--- src/rtl/senal_defs.sv ---
// Shared event codes and field widths for the senal toggle-event decoder.
// The timestamp width is used only when SENAL_EVT_TIMESTAMP_EN is defined.
package senal_defs;

    localparam int EVT_W = 3;
    localparam int TS_W  = 16;
    localparam int NSRC  = 6;

    typedef enum logic [EVT_W-1:0] {
        EVT_NONE     = 3'd0,
        EVT_RESET    = 3'd1,
        EVT_TEST     = 3'd2,
        EVT_ENERGIA  = 3'd3,
        EVT_MEDICINA = 3'd4,
        EVT_ULTRA    = 3'd5,
        EVT_FOT      = 3'd6
    } evt_code_e;

endpackage

--- src/rtl/senal_evt_fifo.sv ---
// First-word-fall-through event queue with flush; dout reads as zero while empty.
// A flush with a simultaneous push leaves exactly the pushed word in the queue.
module senal_evt_fifo #(
    parameter int DEPTH = 4,
    parameter int WIDTH = 3
) (
    input  logic             clk,
    input  logic             reset,
    input  logic             push,
    input  logic             pop,
    input  logic             flush,
    input  logic [WIDTH-1:0] din,
    output logic [WIDTH-1:0] dout,
    output logic             full,
    output logic             empty
);
    localparam int AW = $clog2(DEPTH);
    localparam int CW = AW + 1;

    logic [WIDTH-1:0] mem [DEPTH];
    logic [AW-1:0]    rd_ptr;
    logic [AW-1:0]    wr_ptr;
    logic [AW-1:0]    wr_addr;
    logic [CW-1:0]    count;
    logic             do_push;
    logic             do_pop;

    assign empty   = (count == '0);
    assign full    = (count == CW'(DEPTH));
    assign do_pop  = pop && !empty && !flush;
    // Pushing into a full queue is legal when the head leaves on the same edge.
    assign do_push = push && (flush || !full || do_pop);
    assign wr_addr = flush ? '0 : wr_ptr;
    assign dout    = empty ? '0 : mem[rd_ptr];

    always_ff @(posedge clk) begin
        if (do_push) begin
            mem[wr_addr] <= din;
        end
    end

    always_ff @(posedge clk) begin
        if (reset) begin
            rd_ptr <= '0;
            wr_ptr <= '0;
            count  <= '0;
        end else if (flush) begin
            rd_ptr <= '0;
            wr_ptr <= do_push ? AW'(1) : '0;
            count  <= do_push ? CW'(1) : '0;
        end else begin
            if (do_push) begin
                wr_ptr <= wr_ptr + AW'(1);
            end
            if (do_pop) begin
                rd_ptr <= rd_ptr + AW'(1);
            end
            if (do_push && !do_pop) begin
                count <= count + CW'(1);
            end else if (do_pop && !do_push) begin
                count <= count - CW'(1);
            end
        end
    end

endmodule

--- src/rtl/senal_event_decoder.sv ---
// Synchronises six toggle lines, turns every level change into a prioritised queued event.
// Define SENAL_EVT_TIMESTAMP_EN to stamp each event with a free-running 16-bit tick (evt_time).
module senal_event_decoder
    import senal_defs::*;
#(
    parameter int DEPTH       = 4,
    parameter int SYNC_STAGES = 2
) (
    input  logic             clk,
    input  logic             reset,
    input  logic             senal_reset,
    input  logic             senal_test,
    input  logic             senal_energia,
    input  logic             senal_medicina,
    input  logic             senal_ultrasonido,
    input  logic             senal_fot,
    output logic             evt_valid,
    output logic [EVT_W-1:0] evt_code,
    input  logic             evt_ready,
    output logic             overflow
`ifdef SENAL_EVT_TIMESTAMP_EN
    ,
    output logic [TS_W-1:0]  evt_time
`endif
);
`ifdef SENAL_EVT_TIMESTAMP_EN
    localparam int FW = EVT_W + TS_W;
`else
    localparam int FW = EVT_W;
`endif
    localparam int WW = $clog2(SYNC_STAGES + 2);

    logic [NSRC-1:0]  raw;
    logic [NSRC-1:0]  sync_q [SYNC_STAGES];
    logic [NSRC-1:0]  prev;
    logic [NSRC-1:0]  chg;
    logic [NSRC-1:0]  pending;
    logic [NSRC-1:0]  win;
    logic [EVT_W-1:0] win_code;
    logic [WW-1:0]    warm;
    logic [FW-1:0]    fifo_din;
    logic [FW-1:0]    fifo_dout;
    logic             fifo_full;
    logic             fifo_empty;
    logic             any;
    logic             is_reset;
    logic             pop;
    logic             push;
    logic             flush;
    logic             drop;

    assign raw = {senal_fot, senal_ultrasonido, senal_medicina,
                  senal_energia, senal_test, senal_reset};

    // Bit 0 (RESET) has highest priority, so the lowest set bit wins.
    always_comb begin
        win      = '0;
        win_code = EVT_NONE;
        for (int i = NSRC - 1; i >= 0; i--) begin
            if (pending[i]) begin
                win      = '0;
                win[i]   = 1'b1;
                win_code = EVT_W'(i + 1);
            end
        end
    end

    assign any      = |pending;
    assign is_reset = win[0];
    assign pop      = evt_valid && evt_ready;
    assign flush    = any && is_reset;
    assign push     = any && (is_reset || !fifo_full || pop);
    assign drop     = any && !is_reset && fifo_full && !pop;

    // warm keeps edge detection off until the synchroniser holds real input levels,
    // so a line already high when reset releases is learned rather than reported.
    always_ff @(posedge clk) begin
        if (reset) begin
            for (int i = 0; i < SYNC_STAGES; i++) begin
                sync_q[i] <= '0;
            end
            prev     <= '0;
            chg      <= '0;
            pending  <= '0;
            overflow <= 1'b0;
            warm     <= WW'(SYNC_STAGES + 1);
        end else begin
            sync_q[0] <= raw;
            for (int i = 1; i < SYNC_STAGES; i++) begin
                sync_q[i] <= sync_q[i-1];
            end
            prev <= sync_q[SYNC_STAGES-1];
            if (warm != '0) begin
                warm <= warm - WW'(1);
                chg  <= '0;
            end else begin
                chg <= sync_q[SYNC_STAGES-1] ^ prev;
            end
            pending <= (pending & ~win) | chg;
            if (drop) begin
                overflow <= 1'b1;
            end
        end
    end

`ifdef SENAL_EVT_TIMESTAMP_EN
    logic [TS_W-1:0] tick;

    always_ff @(posedge clk) begin
        if (reset) begin
            tick <= '0;
        end else begin
            tick <= tick + TS_W'(1);
        end
    end

    assign fifo_din = {tick, win_code};
    assign evt_time = fifo_dout[FW-1:EVT_W];
`else
    assign fifo_din = win_code;
`endif

    senal_evt_fifo #(
        .DEPTH (DEPTH),
        .WIDTH (FW)
    ) u_fifo (
        .clk   (clk),
        .reset (reset),
        .push  (push),
        .pop   (pop),
        .flush (flush),
        .din   (fifo_din),
        .dout  (fifo_dout),
        .full  (fifo_full),
        .empty (fifo_empty)
    );

    assign evt_valid = !fifo_empty;
    assign evt_code  = fifo_dout[EVT_W-1:0];

endmodule

--- config.mk ---
export PLATFORM = sky130hd
export DESIGN_NAME = senal_event_decoder
export DESIGN_NICKNAME = d
export VERILOG_FILES = /design/src/rtl/senal_defs.sv /design/src/rtl/senal_evt_fifo.sv /design/src/rtl/senal_event_decoder.sv
export SDC_FILE = /design/constraint.sdc
export NUM_CORES = 1
export LEC_CHECK = 0
export ABC_AREA = 1
export ABC_CLOCK_PERIOD_IN_PS = 2200
export CORE_MARGIN = 2
export CORE_UTILIZATION = 40
export CTS_CLUSTER_DIAMETER = 150
export DETAILED_ROUTE_END_ITERATION = 12
export SLEW_MARGIN = 20
export SYNTH_ARGS = -nofsm -noshare
export SYNTH_HDL_FRONTEND = slang
export SYNTH_SLANG_ARGS = --single-unit
--- constraint.sdc ---
create_clock -name clk -period 2.2 [get_ports clk]
set_clock_uncertainty 0.15 [all_clocks]
set_input_delay 0.55 -clock clk [delete_from_list [all_inputs] [get_ports clk]]
set_output_delay 0.55 -clock clk [all_outputs]
set_load 0.03 [all_outputs]
## Word level (Yosys, flattened, before mapping)

Memory sizes are Yosys's and may differ from the RTL's. A register that Yosys moved wholly into a read port is not among the register bits.
Index checks and enable logic that the tools add are counted.

- Memories: 2
- Input port bits: 9
- Logic and storage cells: 81
- RAM bits: 24
- Flip-flop bits (word level): 28

Memories:

| name | depth | bits a word | rd ports | clocked after Yosys merged registers in | write ports | line | text |
|---|---|---|---|---|---|---|---|
| sync_q | 2 | 6 | 2 | 0 | 2 | senal_event_decoder.sv:34 | `logic [NSRC-1:0] sync_q [SYNC_STAGES];` |
| u_fifo.mem | 4 | 3 | 1 | 1 | 1 | senal_evt_fifo.sv:20 | `logic [WIDTH-1:0] mem [DEPTH];` |

- Bitwise logic cells: 6
- Muxes and demuxes: 30
- Reduce and logical (&&, ||, !) cells: 29
- Equality and inequality tests: 1
- Add/sub/neg operators: 5

Operator list:

| operator | count |
|---|---|
| $mux 6 | 8 |
| $mux 3 | 10 |
| $logic_and 1x1->1 | 11 |
| $mux 2 | 5 |
| $logic_not 1->1 | 7 |
| $mux 1 | 7 |
| $and 6x6->6 | 1 |
| $not 6->6 | 1 |
| $or 6x6->6 | 1 |
| $reduce_or 6->1 | 1 |
| $xor 6x6->6 | 1 |
| $add 2x1->2 const B | 2 |
| $logic_or 1x1->1 | 4 |
| $reduce_bool 2->1 | 2 |
| $reduce_or 2->1 | 2 |
| $add 3x1->3 const B | 1 |
| $eq 3x3->1 const B | 1 |
| $logic_not 3->1 | 1 |
| $reduce_bool 3->1 | 1 |
| $sub 3x1->3 const B | 1 |
| $or 1x1->1 | 2 |
| $sub 2x1->2 const B | 1 |

## Depth between registers and ports, before layout

- Depth in word-level cells: 16
- Gate-level depth with buffers: 14

## Modules after synthesis

From an unflattened synthesis, not the netlist that was laid out.

- Cell total of the unflattened synthesis: 254
- Area total of the unflattened synthesis: 2128.3 um^2

Modules (own cells, without submodules):

| module | area each (um^2) | instances | cells an instance |
|---|---|---|---|
| senal_event_decoder | 1134.8 | 1 | 137 |
| senal_evt_fifo | 993.5 | 1 | 117 |

## Worst setup path after synthesis

Ideal clock, no wire load.

- Kind: reg-to-reg
- From: register u_fifo.count[2]
- To: register u_fifo.count[2]
- Arrival: 1.783 ns
- Setup slack: 0.137 ns
- Stages on the path, launching flop included: 13
- Data required time: 1.919 ns
- Cells stage by stage: dfxtp_1 -> inv_1 -> nand2_1 -> nand2_2 -> nand3_2 -> inv_1 -> fa_1 -> xnor2_1 -> inv_1 -> nand2_1 -> nand2_1 -> nand2_1 -> a21oi_2

- Longest elaborated chain between the ends: 10
- Elaborated cells between the ends (all ways): 23

Ends and longest elaborated chain:

| what | line | text |
|---|---|---|
| start, declared | senal_evt_fifo.sv:24 | `logic [CW-1:0] count;` |
| start signal, assigned | senal_evt_fifo.sv:50 | `count <= do_push ? CW'(1) : '0;` |
| start signal, assigned | senal_evt_fifo.sv:59 | `count <= count + CW'(1);` |
| start signal, assigned | senal_evt_fifo.sv:61 | `count <= count - CW'(1);` |
| $logic_not 3->1 (*) | senal_evt_fifo.sv:28 | `assign empty = (count == '0);` |
| $logic_not 1->1 (*) | senal_event_decoder.sv:138 | `assign evt_valid = !fifo_empty;` |
| via evt_valid | senal_event_decoder.sv:17 | `output logic evt_valid,` |
| $logic_and 1x1->1 | senal_event_decoder.sv:70 | `assign pop = evt_valid && evt_ready;` |
| $logic_and 1x1->1 (2 in series) | senal_evt_fifo.sv:30 | `assign do_pop = pop && !empty && !flush;` |
| $logic_or 1x1->1 | senal_evt_fifo.sv:32 | `assign do_push = push && (flush \|\| !full \|\| do_pop);` |
| $logic_and 1x1->1 | senal_evt_fifo.sv:32 |  |
| $logic_and 1x1->1 / $logic_not 1->1 (equally long branches) | senal_evt_fifo.sv:58, senal_evt_fifo.sv:60 |  |
| $mux 3 / $logic_and 1x1->1 (equally long branches) | senal_evt_fifo.sv:58, senal_evt_fifo.sv:60 |  |
| $mux 3 / $reduce_bool 3->1 (equally long branches) | -- |  |

The timed path passes the listed nets; every way through them passes the cells marked *. The select of a mux whose other input is x is not followed.
A chain may end at the register's enable or synchronous reset.

## Worst setup path after layout

- From: register u_fifo.count[0]
- To: output port evt_valid

- Longest elaborated chain between the ends: 2

Ends and longest elaborated chain:

| what | line |
|---|---|
| $logic_not 3->1 | senal_evt_fifo.sv:28 |
| $logic_not 1->1 | senal_event_decoder.sv:138 |
| end, declared | senal_event_decoder.sv:17 |

No other way between the ends.

==> impl_metrics.env <==
export IMPL_outcome="finished, final reports clean"
export IMPL_clock_latency_ns=0.31
export IMPL_finalSetupViolCount=0
export IMPL_rows=26
export IMPL_numCtsBuffers=5
export IMPL_wl_per_cell_um=9.31
export IMPL_yosysSeqAreaShare_pct=58.1
export IMPL_drv_slew=0
export IMPL_maxSlewHeadroom_pct=75.5
export IMPL_syn_area_mm2=0.00207
export IMPL_fillers=491
export IMPL_critPathLaunchType="flip-flop"
export IMPL_synthDistinctLibCells=26
export IMPL_tightest_slew_ns=0.368
export IMPL_p_total_mw=2.68
export IMPL_cp_top_family="buffers and inverters"
export IMPL_drcViolationCount=0
export IMPL_cellPowerDensity_mw_per_mm2=1070
export IMPL_antenna_cells=0
export IMPL_portBuffers=13
export IMPL_cts_max_level=2
export IMPL_via_count=1447
export IMPL_routed_wl_um=3140
export IMPL_drt_pass1_iterations=4
export IMPL_clk_root_buffer_cell="clkbuf_8"
export IMPL_cts_hold_buf=0
export IMPL_p_leak_nw=1.04
export IMPL_cts_tree="done"
export IMPL_peakVddDrop_uv=502
export IMPL_nNetsFinal=277
export IMPL_crit_end="evt_valid"
export IMPL_finalHoldViolCount=0
export IMPL_grt_ovfl_total=0
export IMPL_viasPerCell=4.29
export IMPL_rsz0062_at_grt="false"
export IMPL_mostFrequentLayoutCells="nor2_1, inv_1, dfxtp_1"
export IMPL_rr_worst_depth=10
export IMPL_clock_sinks=54
export IMPL_synthesis_instances=235
export IMPL_ys_ff_latch=54
export IMPL_die_area_mm2=0.00576
export IMPL_grt_antenna_before_repair=0
export IMPL_grt_max_degree=20
export IMPL_die_h_um=75.9
export IMPL_dp_hpwl_um=2320
export IMPL_startpoint="u_fifo.count[0]"
export IMPL_drt_iter0_drc=141
export IMPL_place_gp_congestion=0.775
export IMPL_path_depth=4
export IMPL_worstPathRequired_ns=1.50
export IMPL_avgSynthCellArea_um2=8.80
export IMPL_grt_pass1_wl_um=5340
export IMPL_layout_drive_gt1_share_pct=16.5
export IMPL_grt_usage_pct=11.8
export IMPL_crit_path_end_kind="output port"
export IMPL_post_route_period_util_pct=95.5
export IMPL_worstPathMaxFanout=3
export IMPL_clock_path_buffers=2
export IMPL_max_cap_violations=0
export IMPL_num_io_pins=14
export IMPL_start_util_pct=41.0
export IMPL_hold_path_class="reg2reg"
export IMPL_synth_fp_nets=246
export IMPL_critPathMaxStageDelay_ns=0.34
export IMPL_final_core_util_pct=49.6
export IMPL_cp_num_buf_inv=2
export IMPL_core_mm2=0.00504
export IMPL_layout_commonest_cell="nor2_1"
export IMPL_r2r_start="pending[3]"
export IMPL_r2r_setup_slack_ns=0.21
export IMPL_ys_warnings_count=0
export IMPL_hold_path_cell_count=2
export IMPL_clk_pin_slew_ns=0.10
export IMPL_fin_crit_ns=2.10
export IMPL_grt_pass1_vias=1253
export IMPL_cp_data_arrival_time_ns=1.40
export IMPL_max_freq_ghz=0.476
export IMPL_cp_cell_sequence="nor2_2 > nand2_1 > buf_4 > dlygate4sd2_1"
export IMPL_die_w_um=75.9
export IMPL_slowest_stage="dfxtp_1"
export IMPL_antenna_left=0
export IMPL_syn_to_final_growth_pct=20.9
export IMPL_r2r_end="u_fifo.count[2]"
export IMPL_crit_type="reg2out"
==> state kept, by name, summed over array words and instances (netlist names), named ones only <==
register,count
prev,6
u_fifo.wr_ptr,2
u_fifo.rd_ptr,2
overflow,1
warm,2
u_fifo.mem,12
sync_q,12
pending,6
chg,6
u_fifo.count,3
==> layer usage <==
| metal | global-route usage (%) | wire length, µm | up-vias |
|---|---|---|---|
| met5 | 0 | 0 | - |
| met4 | 4.36 | 23 | 0 |
| met3 | 4.64 | 190 | 2 |
| met2 | 19.4 | 1540 | 33 |
| met1 | 14.0 | 1380 | 627 |
| li1 | - | - | 785 |
==> repair_timing <==
action / 4_1_cts / 5_1_grt
endpoints found under the hold margin: 0 / 0
setup buffers: 0 / 0
resized for setup: 10 / 6
endpoints found under the setup margin: 4 / 4
==> power breakdown <==
part	leakage (nW)	switching [mW]	internal, mW
registers	0.456	0.0548	1.09
clock network	0.0591	0.331	0.347
logic	0.528	0.501	0.354
==> Yosys cell counts, drive strengths merged <==
cell type / number / area share (%)
ha: 1 / 0.60
o21ai: 12 / 2.9
edfxtp: 12 / 17
nor3: 1 / 0.24
xnor2: 7 / 3.0
fa: 1 / 0.97
inv: 44 / 8.2
dfxtp: 42 / 41
nand2: 19 / 4.4
clkbuf: 2 / 0.36
nor2: 63 / 12
nand4: 4 / 1.2
buf: 2 / 0.73
nor3b: 3 / 1.1
a21oi: 16 / 4.2
nand3: 6 / 1.7
==> how the worst min path moves through the flow <==
stage                     to    startpoint
6_report        sync_q[0][8]  sync_q[0][2]
4_1_cts         sync_q[0][8]  sync_q[0][2]
5_1_grt        sync_q[0][11]  sync_q[0][5]
3_5_place_dp    sync_q[0][8]  sync_q[0][2]
3_3_place_gp    sync_q[0][6]  sync_q[0][0]
2_1_floorplan     pending[0]        chg[0]
==> metrics by stage <==
| stage | cell area [µm²] | std cells | hold WS (ns) | setup slack, ns | setup TNS, ns |
|---|---|---|---|---|---|
| final | 2500 | 337 | 0.257 | 0.0992 | 0 |
| after global routing | 2500 | 337 | 0.278 | 0.0233 | 0 |
| after CTS | 2490 | 337 | 0.257 | 0.0129 | 0 |
| after detailed placement | 2380 | 329 | 0.245 | -0.264 | -1.41 |
| after global placement | 2380 | 329 | 0.239 | -0.207 | -1.21 |
| after floorplan | 2070 | 235 | 0.238 | 0.137 | 0 |
==> final cells by class <==
type / instances / area [µm²] / share of cell area [%]
Tap cell: 70 / 87.6 / 3.50
Clock inverter: 3 / 47.5 / 1.90
Clock buffer: 5 / 68.8 / 2.75
Timing Repair Buffer: 28 / 238 / 9.50
Inverter: 44 / 170 / 6.80
Multi-Input combinational cell: 133 / 684 / 27.4
Sequential cell: 54 / 1200 / 48.2
==> worst reg2reg max path: stages (launching register included) <==
cell	delay (ns)
dfxtp_1	0.36
nor2_1	0.18
nand3_1	0.19
nand3_2	0.13
inv_1	0.06
fa_2	0.35
xnor2_2	0.15
nand4_1	0.10
nand2_1	0.07
nand2_1	0.06
a21oi_2	0.12
==> logic make-up (layout without fill, tap and decap cells) <==
group           Yosys count  count (layout)  synth area share (%)
compound gates           28              28                  7.14
fa+ha+maj                 2               2                  1.57
flops                    54              54                  58.1
xor+xnor                  7               7                  2.96
simple gates             96              96                  20.9
buf+inv                  48              80                  9.32
(Power assumes the default switching activity.)
